File: src/rtl/ps2_pkg.sv
// Shared PS/2 definitions: FSM state encoding, error-code bit positions
// and the default inter-edge timeout.
package ps2_pkg;

    typedef enum logic [2:0] {
        IDLE   = 3'd0,
        DATA   = 3'd1,
        PARITY = 3'd2,
        STOP   = 3'd3,
        DONE   = 3'd4
    } ps2_state_t;

    localparam int ERR_PARITY_BIT = 0;
    localparam int ERR_STOP_BIT   = 1;

    // 200us at 100MHz between mouse-clock falling edges inside a frame
    localparam int PS2_TIMEOUT = 20000;

endpackage

File: src/rtl/mouse_receiver_if.sv
// Bus between the PS/2 receiver and the mouse master: raw PS/2 lines and
// read enable in, received byte, error code and ready strobe out.
interface mouse_receiver_if;

    logic       CLK_MOUSE_IN;
    logic       DATA_MOUSE_IN;
    logic       READ_ENABLE;
    logic [7:0] BYTE_READ;
    logic [1:0] BYTE_ERROR_CODE;
    logic       BYTE_READY;

    // Master side: drives the lines/enable, consumes the received byte
    modport master (
        output CLK_MOUSE_IN,
        output DATA_MOUSE_IN,
        output READ_ENABLE,
        input  BYTE_READ,
        input  BYTE_ERROR_CODE,
        input  BYTE_READY
    );

    // Receiver side
    modport slave (
        input  CLK_MOUSE_IN,
        input  DATA_MOUSE_IN,
        input  READ_ENABLE,
        output BYTE_READ,
        output BYTE_ERROR_CODE,
        output BYTE_READY
    );

endinterface

File: src/rtl/ps2_edge_sync.sv
// Two-flop synchroniser for the PS/2 clock and data lines, plus a
// registered one-cycle pulse on each falling edge of the synchronised
// clock. data_o is aligned with fall_o so the bit can be taken in the
// same cycle the pulse is seen.
module ps2_edge_sync (
    input  logic CLK,
    input  logic RESET,
    input  logic ps2_clk_i,
    input  logic ps2_data_i,
    output logic fall_o,
    output logic data_o
);

    logic [1:0] clk_meta_q;
    logic       clk_prev_q;
    logic       fall_q;
    logic [1:0] data_meta_q;
    logic       data_q;

    // Clock path: idle-high reset value so leaving reset never fakes an edge
    always_ff @(posedge CLK) begin
        if (RESET) begin
            clk_meta_q <= 2'b11;
            clk_prev_q <= 1'b1;
            fall_q     <= 1'b0;
        end else begin
            clk_meta_q <= {clk_meta_q[0], ps2_clk_i};
            clk_prev_q <= clk_meta_q[1];
            fall_q     <= clk_prev_q & ~clk_meta_q[1];
        end
    end

    // Data path: synchronised and delayed one extra flop to line up with fall_q
    always_ff @(posedge CLK) begin
        data_meta_q <= {data_meta_q[0], ps2_data_i};
        data_q      <= data_meta_q[1];
    end

    assign fall_o = fall_q;
    assign data_o = data_q;

endmodule

File: src/rtl/mouse_receiver.sv
// PS/2 device-to-host byte receiver. Deframes start/8 data/odd parity/stop
// frames from the mouse lines and hands each byte plus error flags to the
// mouse master as a one-cycle strobe. Never drives the PS/2 lines.
module mouse_receiver
    import ps2_pkg::*;
#(
    parameter int TIMEOUT = PS2_TIMEOUT
) (
    input  logic              CLK,
    input  logic              RESET,
    mouse_receiver_if.slave   bus
);

    logic       fall;
    logic       data;

    ps2_state_t state_q, state_d;
    logic [7:0] shift_q, shift_d;
    logic [2:0] bitcnt_q, bitcnt_d;
    logic [15:0] tcnt_q, tcnt_d;
    logic       par_err_q, par_err_d;
    logic       stop_err_q, stop_err_d;
    logic [7:0] byte_q, byte_d;
    logic [1:0] err_q, err_d;
    logic       ready_q, ready_d;
    logic       in_frame;
    logic       timeout;
    logic       start;

    ps2_edge_sync u_sync (
        .CLK        (CLK),
        .RESET      (RESET),
        .ps2_clk_i  (bus.CLK_MOUSE_IN),
        .ps2_data_i (bus.DATA_MOUSE_IN),
        .fall_o     (fall),
        .data_o     (data)
    );

    // Timeout only applies while a frame is in flight; it beats a same-cycle edge
    assign in_frame = (state_q == DATA) || (state_q == PARITY) || (state_q == STOP);
    assign timeout  = in_frame && (tcnt_q == 16'(TIMEOUT));
    assign start    = fall && bus.READ_ENABLE && !data;

    // State register
    always_ff @(posedge CLK) begin
        if (RESET) state_q <= IDLE;
        else       state_q <= state_d;
    end

    // Next-state logic
    always_comb begin
        state_d = state_q;
        case (state_q)
            IDLE:    if (start) state_d = DATA;
            DATA: begin
                if (timeout)                        state_d = IDLE;
                else if (fall && bitcnt_q == 3'd7)  state_d = PARITY;
            end
            PARITY: begin
                if (timeout)   state_d = IDLE;
                else if (fall) state_d = STOP;
            end
            STOP: begin
                if (timeout)   state_d = IDLE;
                else if (fall) state_d = DONE;
            end
            DONE:    state_d = IDLE;
            default: state_d = IDLE;
        endcase
    end

    // Datapath and output next values
    always_comb begin
        shift_d    = shift_q;
        bitcnt_d   = bitcnt_q;
        par_err_d  = par_err_q;
        stop_err_d = stop_err_q;
        byte_d     = byte_q;
        err_d      = err_q;
        ready_d    = 1'b0;
        tcnt_d     = (in_frame && !fall) ? tcnt_q + 16'd1 : 16'd0;
        case (state_q)
            IDLE: if (start) bitcnt_d = 3'd0;
            DATA: begin
                if (fall && !timeout) begin
                    shift_d[bitcnt_q] = data;
                    bitcnt_d          = bitcnt_q + 3'd1;
                end
            end
            PARITY: if (fall && !timeout) par_err_d = (data != ~^shift_q);
            STOP:   if (fall && !timeout) stop_err_d = ~data;
            DONE: begin
                byte_d                 = shift_q;
                err_d[ERR_PARITY_BIT]  = par_err_q;
                err_d[ERR_STOP_BIT]    = stop_err_q;
                ready_d                = 1'b1;
            end
            default: ;
        endcase
    end

    // Control and output registers
    always_ff @(posedge CLK) begin
        if (RESET) begin
            bitcnt_q <= 3'd0;
            tcnt_q   <= 16'd0;
            byte_q   <= 8'h00;
            err_q    <= 2'b00;
            ready_q  <= 1'b0;
        end else begin
            bitcnt_q <= bitcnt_d;
            tcnt_q   <= tcnt_d;
            byte_q   <= byte_d;
            err_q    <= err_d;
            ready_q  <= ready_d;
        end
    end

    // Frame data registers, only meaningful once a frame is underway
    always_ff @(posedge CLK) begin
        shift_q    <= shift_d;
        par_err_q  <= par_err_d;
        stop_err_q <= stop_err_d;
    end

    assign bus.BYTE_READ       = byte_q;
    assign bus.BYTE_ERROR_CODE = err_q;
    assign bus.BYTE_READY      = ready_q;

endmodule
File: src/flat_wrapper.sv
// flat-port wrapper written by rule: the top's interface ports become plain ports
module mouse_receiver_flat import ps2_pkg::*;
#(
    parameter int TIMEOUT = PS2_TIMEOUT
)
  (CLK, RESET, bus_CLK_MOUSE_IN, bus_DATA_MOUSE_IN, bus_READ_ENABLE, bus_BYTE_READ, bus_BYTE_ERROR_CODE, bus_BYTE_READY);
  mouse_receiver_if bus_i ();
  input  logic CLK;
  input  logic RESET;
  input wire logic [$bits(bus_i.CLK_MOUSE_IN)-1:0] bus_CLK_MOUSE_IN;
  input wire logic [$bits(bus_i.DATA_MOUSE_IN)-1:0] bus_DATA_MOUSE_IN;
  input wire logic [$bits(bus_i.READ_ENABLE)-1:0] bus_READ_ENABLE;
  output wire logic [$bits(bus_i.BYTE_READ)-1:0] bus_BYTE_READ;
  output wire logic [$bits(bus_i.BYTE_ERROR_CODE)-1:0] bus_BYTE_ERROR_CODE;
  output wire logic [$bits(bus_i.BYTE_READY)-1:0] bus_BYTE_READY;
  assign bus_i.CLK_MOUSE_IN = bus_CLK_MOUSE_IN;
  assign bus_i.DATA_MOUSE_IN = bus_DATA_MOUSE_IN;
  assign bus_i.READ_ENABLE = bus_READ_ENABLE;
  assign bus_BYTE_READ = bus_i.BYTE_READ;
  assign bus_BYTE_ERROR_CODE = bus_i.BYTE_ERROR_CODE;
  assign bus_BYTE_READY = bus_i.BYTE_READY;
  mouse_receiver #(.TIMEOUT(TIMEOUT)) u_core (.CLK(CLK), .RESET(RESET), .bus(bus_i));
endmodule
File: config.mk
export PLATFORM = sky130hd
export DESIGN_NAME = mouse_receiver_flat
export DESIGN_NICKNAME = d
export VERILOG_FILES = /design/src/rtl/ps2_pkg.sv /design/src/rtl/mouse_receiver_if.sv /design/src/rtl/ps2_edge_sync.sv /design/src/rtl/mouse_receiver.sv /design/src/flat_wrapper.sv
export SDC_FILE = /design/constraint.sdc
export NUM_CORES = 1
export LEC_CHECK = 0
export CELL_PAD_IN_SITES_DETAIL_PLACEMENT = 0
export CELL_PAD_IN_SITES_GLOBAL_PLACEMENT = 1
export CORE_MARGIN = 8
export CORE_UTILIZATION = 44
export CTS_BUF_LIST = sky130_fd_sc_hd__clkbuf_4 sky130_fd_sc_hd__clkbuf_8 sky130_fd_sc_hd__clkbuf_16
export DETAILED_ROUTE_END_ITERATION = 8
export PLACE_DENSITY = 0.81
export SYNTH_ARGS = -nofsm -noshare
export SYNTH_HDL_FRONTEND = slang
export SYNTH_SLANG_ARGS = --single-unit
File: constraint.sdc
create_clock -name CLK -period 1.8 [get_ports CLK]
set_input_delay 0.36 -clock CLK [delete_from_list [all_inputs] [get_ports CLK]]
set_output_delay 0.36 -clock CLK [all_outputs]
set_load 0.1 [all_outputs]
# ---- Word level (Yosys, flattened, before mapping)
# Index checks and enable logic that the tools add are counted.
dict set report totals {
  reg_bits 50
  in_bits 5
}
dict set report op_classes {
  add_sub_neg 2
  magnitude_cmp 2
  eq_ne 12
  muxes 15
  bitwise_logic 4
  n_reduce_logical 21
}
# op n
set ops {}
lappend ops {{$mux W3} 9}
lappend ops {{$add A16 B1 Y16 const B} 1}
lappend ops {{$eq A16 B15 Y1 const B} 1}
lappend ops {{$pmux W3 S4} 1}
lappend ops {{$ne A3 B2 Y1 const B} 3}
lappend ops {{$bwmux W8} 1}
lappend ops {{$reduce_xnor A8 Y1} 1}
lappend ops {{$logic_and A1 B1 Y1} 7}
lappend ops {{$eq A3 B2 Y1 const B} 2}
lappend ops {{$eq A3 B3 Y1 const B} 2}
lappend ops {{$pmux W3 S2} 1}
lappend ops {{$reduce_and A2 Y1} 3}
lappend ops {{$lt A3 B4 Y1 const B} 1}
lappend ops {{$reduce_and A4 Y1} 1}
lappend ops {{$add A3 B1 Y3 const B} 1}
lappend ops {{$demux W1 S3} 1}
lappend ops {{$eq A3 B1 Y1 const B} 1}
lappend ops {{$ge A3 B1 Y1 const B} 1}
lappend ops {{$logic_not A1 Y1} 3}
lappend ops {{$logic_not A3 Y1} 1}
lappend ops {{$not A1 Y1} 3}
lappend ops {{$reduce_and A3 Y1} 1}
lappend ops {{$logic_or A1 B1 Y1} 2}
lappend ops {{$mux W1} 2}
lappend ops {{6 further kinds} 6}

# ---- Longest topological paths before layout
dict set report logic_depth {
  word_depth 8
  ltp_mapped 6
  depth_no_buf 6
}

# ---- Hierarchy
# A second synthesis with hierarchy kept.
dict set report unflattened {
  hier_cells 217
  area_unflattened_um2 2082.0
}
# module n_inst cells_each area_each_um2 seq_area_each_um2
set by_module_without_submodules {}
lappend by_module_without_submodules {mouse_receiver 1 206 1915.6 960.9}
lappend by_module_without_submodules {ps2_edge_sync 1 11 166.4 140.1}

# ---- Worst setup path before layout
# No wires, ideal clock.
dict set report synth_timing {
  path_kind {reg2reg}
  startpoint {reg u_core.tcnt_q[0]}
  endpoint {reg u_core.par_err_q (enable)}
  arrival_time_ns 1.229
  t_required_ns 1.486
  setup_slack_ns 0.256
  stages_incl_launch_ff 7
  n_path_buf 0
  path_cell_list {dfxtp_1 inv_1 ha_1 and3_1 nand4_2 nand3b_1 nor3b_1}
}
dict set report synth_via {
  elab_chain_len 5
}
# element line_no
set synth_rtl {}
lappend synth_rtl {{start, declared} mouse_receiver.sv:20} ;# logic [15:0] tcnt_q, tcnt_d;
lappend synth_rtl {{start signal, assigned} mouse_receiver.sv:112} ;# tcnt_q <= tcnt_d;
lappend synth_rtl {{$eq A16 B15 Y1} mouse_receiver.sv:41} ;# assign timeout = in_frame && (tcnt_q == 16'(TIMEOUT));
lappend synth_rtl {{$logic_and A1 B1 Y1} mouse_receiver.sv:41}
lappend synth_rtl {{$logic_not A1 Y1} mouse_receiver.sv:90} ;# PARITY: if (fall && !timeout) par_err_d = (data != ~^shift_q);
lappend synth_rtl {{$logic_and A1 B1 Y1} mouse_receiver.sv:90}
lappend synth_rtl {{$reduce_and A2 Y1 (no line)} -}
lappend synth_rtl {{end signal, assigned} mouse_receiver.sv:122} ;# par_err_q <= par_err_d;
lappend synth_rtl {{end, declared} mouse_receiver.sv:21} ;# logic par_err_q, par_err_d;
# No other way between the ends.
# A chain may end at the register's enable or synchronous reset.

# ---- Worst setup path after layout
dict set report layout_timing {
  startpoint {reg u_core.tcnt_q[0]}
  endpoint {reg u_core.shift_q[0] (enable)}
}
dict set report layout_via {
  elab_chain_len 5
}
# element line_no
set layout_rtl {}
lappend layout_rtl {{$eq A16 B15 Y1} mouse_receiver.sv:41}
lappend layout_rtl {{$logic_and A1 B1 Y1} mouse_receiver.sv:41}
lappend layout_rtl {{$logic_not A1 Y1} mouse_receiver.sv:85} ;# if (fall && !timeout) begin
lappend layout_rtl {{$logic_and A1 B1 Y1} mouse_receiver.sv:85}
lappend layout_rtl {{$reduce_and A2 Y1 (no line)} -}
lappend layout_rtl {{end signal, assigned} mouse_receiver.sv:121} ;# shift_q <= shift_d;
lappend layout_rtl {{end, declared} mouse_receiver.sv:18} ;# logic [7:0] shift_q, shift_d;
# No other way between the ends.

==> run_results.csv <==
group,metric,value,unit
status,status,"finished, final reports clean",
placed_design,place_area,0.00247,mm2
placed_design,gp_congestion,0.796,
pwr,peakVddDrop,0.380,mV
drt,ant_nets,0,
pwr,finalPower,1.92,mW
pwr,leakagePower,0.891,nW
synthesis,yosysTopAreaCell,"dfxtp_1",
cts,cts_tree,"yes",
critical_path,worstPathMaxFanout,9,
critical_path,cp_data_required_time,1.80,ns
finish,area_growth,21.2,%
critical_path,start_kind,"flip-flop",
cts,cts_sinks,50,
synthesis,synth_area_leaders,"dfxtp_1 37%, edfxtp_1 14%, xor2_1 5.3%",
cts,cts_made_buffers,5,
floorplan,die_h,85.8,um
drt,routed_via_density,4.92,
sta,fmax,0.612,GHz
synthesis,yosys_warnings,0,
critical_path,endpoint_kind,"flip-flop",
cts,clock_path_buffers,2,
synthesis,netlist_top_cells_count,"40 x dfxtp_1, 28 x nand2_1, 26 x nor2_1",
pwr,p_per_area,742,mW/mm2
placed_design,place_ws,0.120,ns
sta,setup_violations,0,
cts,cts_root_buf,"clkbuf_8",
synthesis,ys_ff_latch,50,
finish,fin_nets,249,
sta,finalHoldViolCount,0,
synthesis,synth_cells,223,
grt,grt_max_degree,21,
sta,layout_setup_ws,0.166,ns
critical_path,critPathArrivalTime,1.63,ns
floorplan,coreArea,0.00472,mm2
synthesis,synthArstFlopShare,0,
sta,worst_hold_slack,0.327,ns
synthesis,synth_edf_count,10,
synthesis,ys.flop_type,"dfxtp_1",
critical_path,crit_type,"reg2reg",
floorplan,rows,25,
synthesis,ys_seq_area_frac,0.514,
drt,wl_per_cell,11.9,um
synthesis,synth_most_common_cell,"dfxtp_1",
synthesis,postSynthAreaPerCell,9.60,um2
run,max_cap_violations,0,
drt,routed_wirelength,3670,um
finish,num_antenna_cells,0,
placed_design,dp_hpwl,2610,um
sta,grt_setup_unrepaired,"false",
cts,cts_setup_buffers,0,
placed_design,numPortBuffers,15,
floorplan,start_util,0.453,
synthesis,syn_nets,232,
sta,tns,0,ns
cts,htreeDepth,2,
finish,drive_above_1_share,0.162,
sta,finalMaxSlewViolations,0,
drt,first_pass_iters,4,
finish,nFillCells,429,
min_path,hold_class,"reg2reg",
finish,final_cells,308,
sta,finalCritPeriodShare,0.908,
synthesis,yosysTopAreaCellShare,0.374,
cts,clkSlewWorstSetupHoldPaths,0.10,ns
floorplan,die_x,85.8,um
drt,first_iter_violations,130,
placed_design,dpl.cell_count,300,
finish,fin_area,0.00259,mm2
sta,maxSlewHeadroom,0.713,
sta,clock_skew,0.00865,ns
drt,drc,0,
grt,grt_pass1_wl,6300,um
sta,post-route-min-period,1.63,ns
synthesis,yosysUniqueCellTypes,37,
sta,worst_pin_slew,0.430,ns
finish,fin_util,0.549,
synthesis,syn_area,0.00214,mm2
grt,grt_overflow,0,
grt,gr-usage-all-layers,0.105,
floorplan,dieArea,0.00735,mm2
drt,dr_total_vias,1515,
cts,insertion_delay,0.31,ns
floorplan,io_pins,16,
grt,grt_pass1_vias,1406,
grt,antenna_found_initial,0,
[power by group]
group	internal [mW]	switching, mW
clock network	0.288	0.402
registers	1.15	0.00959
logic	0.0328	0.0401
[area by class of cell]
type | instances | area [um2] | share of cell area
Clock inverter | 3 | 28.8 | 0.0111
Inverter | 7 | 26.3 | 0.0101
Clock buffer | 5 | 68.8 | 0.0265
Sequential cell | 50 | 1100 | 0.424
Timing Repair Buffer | 22 | 313 | 0.121
Tap cell | 67 | 83.8 | 0.0323
Multi-Input combinational cell | 154 | 973 | 0.375
[routing by layer]
metal,global-route usage,routed length [um],up-vias
met1,0.121,1710,691
met3,0.0439,213,5
met4,0.0382,48,0
met5,0,0,-
met2,0.171,1690,22
li1,-,-,797
[flip-flops by register name (all words and copies together), names as in the netlist, 2 cells and up]
register / cells
u_core.bitcnt_q: 3
u_core.bus.BYTE_ERROR_CODE: 2
u_core.bus.BYTE_READ: 8
u_core.shift_q: 8
u_core.state_q: 3
u_core.tcnt_q: 16
u_core.u_sync.clk_meta_q: 2
u_core.u_sync.data_meta_q: 2
[cell usage in the layout, fill, tap and decap left out, types with 2 or more instances in the layout]
master / instances
a21oi_1: 15
and2_1: 3
and3_1: 4
and4_1: 2
and4_2: 2
buf_12: 11
buf_4: 7
clkbuf_8: 5
clkdlybuf4s50_1: 4
clkinv_4: 2
dfxtp_1: 40
edfxtp_1: 10
ha_1: 4
inv_1: 7
nand2_1: 28
nand2b_1: 3
nand3_1: 9
nand3b_1: 2
nand4_1: 6
nor2_1: 26
nor3_1: 5
nor3_2: 2
nor4_1: 2
nor4b_4: 2
o211ai_1: 2
o21ai_0: 2
or2_2: 3
xnor2_1: 8
xor2_1: 13
[worst max-delay path, stage by stage, from the launching register on]
cell and delay (ns):
dfxtp_1 0.37, inv_1 0.06, ha_1 0.18, and3_1 0.21, nand4_4 0.15, nand2_1 0.13, nor4_1 0.23
[cell families (layout without fill, tap and decap cells)]
group | after synthesis | in the layout | share of synthesized area
buffers and inverters | 19 | 37 | 0.0421
adder cells (fa/ha/maj) | 4 | 4 | 0.0234
AO/OA/AOI/OAI | 23 | 23 | 0.0631
flip-flops | 50 | 50 | 0.514
XOR/XNOR | 21 | 21 | 0.0859
AND/OR/NAND/NOR | 106 | 106 | 0.271
[worst paths after layout]
check | endpoint | start | slack (ns) | cells after the start
setup / recovery | u_core.shift_q[0] | u_core.tcnt_q[0] | 0.17 | 6
hold reg to reg | u_core.u_sync.data_meta_q[1] | u_core.u_sync.data_meta_q[0] | 0.33 | 0
setup reg to reg | u_core.shift_q[0] | u_core.tcnt_q[0] | 0.17 | 6
hold / removal | u_core.u_sync.data_meta_q[1] | u_core.u_sync.data_meta_q[0] | 0.33 | 0
[timing repair]
item / in CTS / in global routing
hold buffers: 0 / 0
gates resized for setup: 0 / 4
endpoints found under the setup margin: 0 / 7
(Power assumes the default switching activity.)
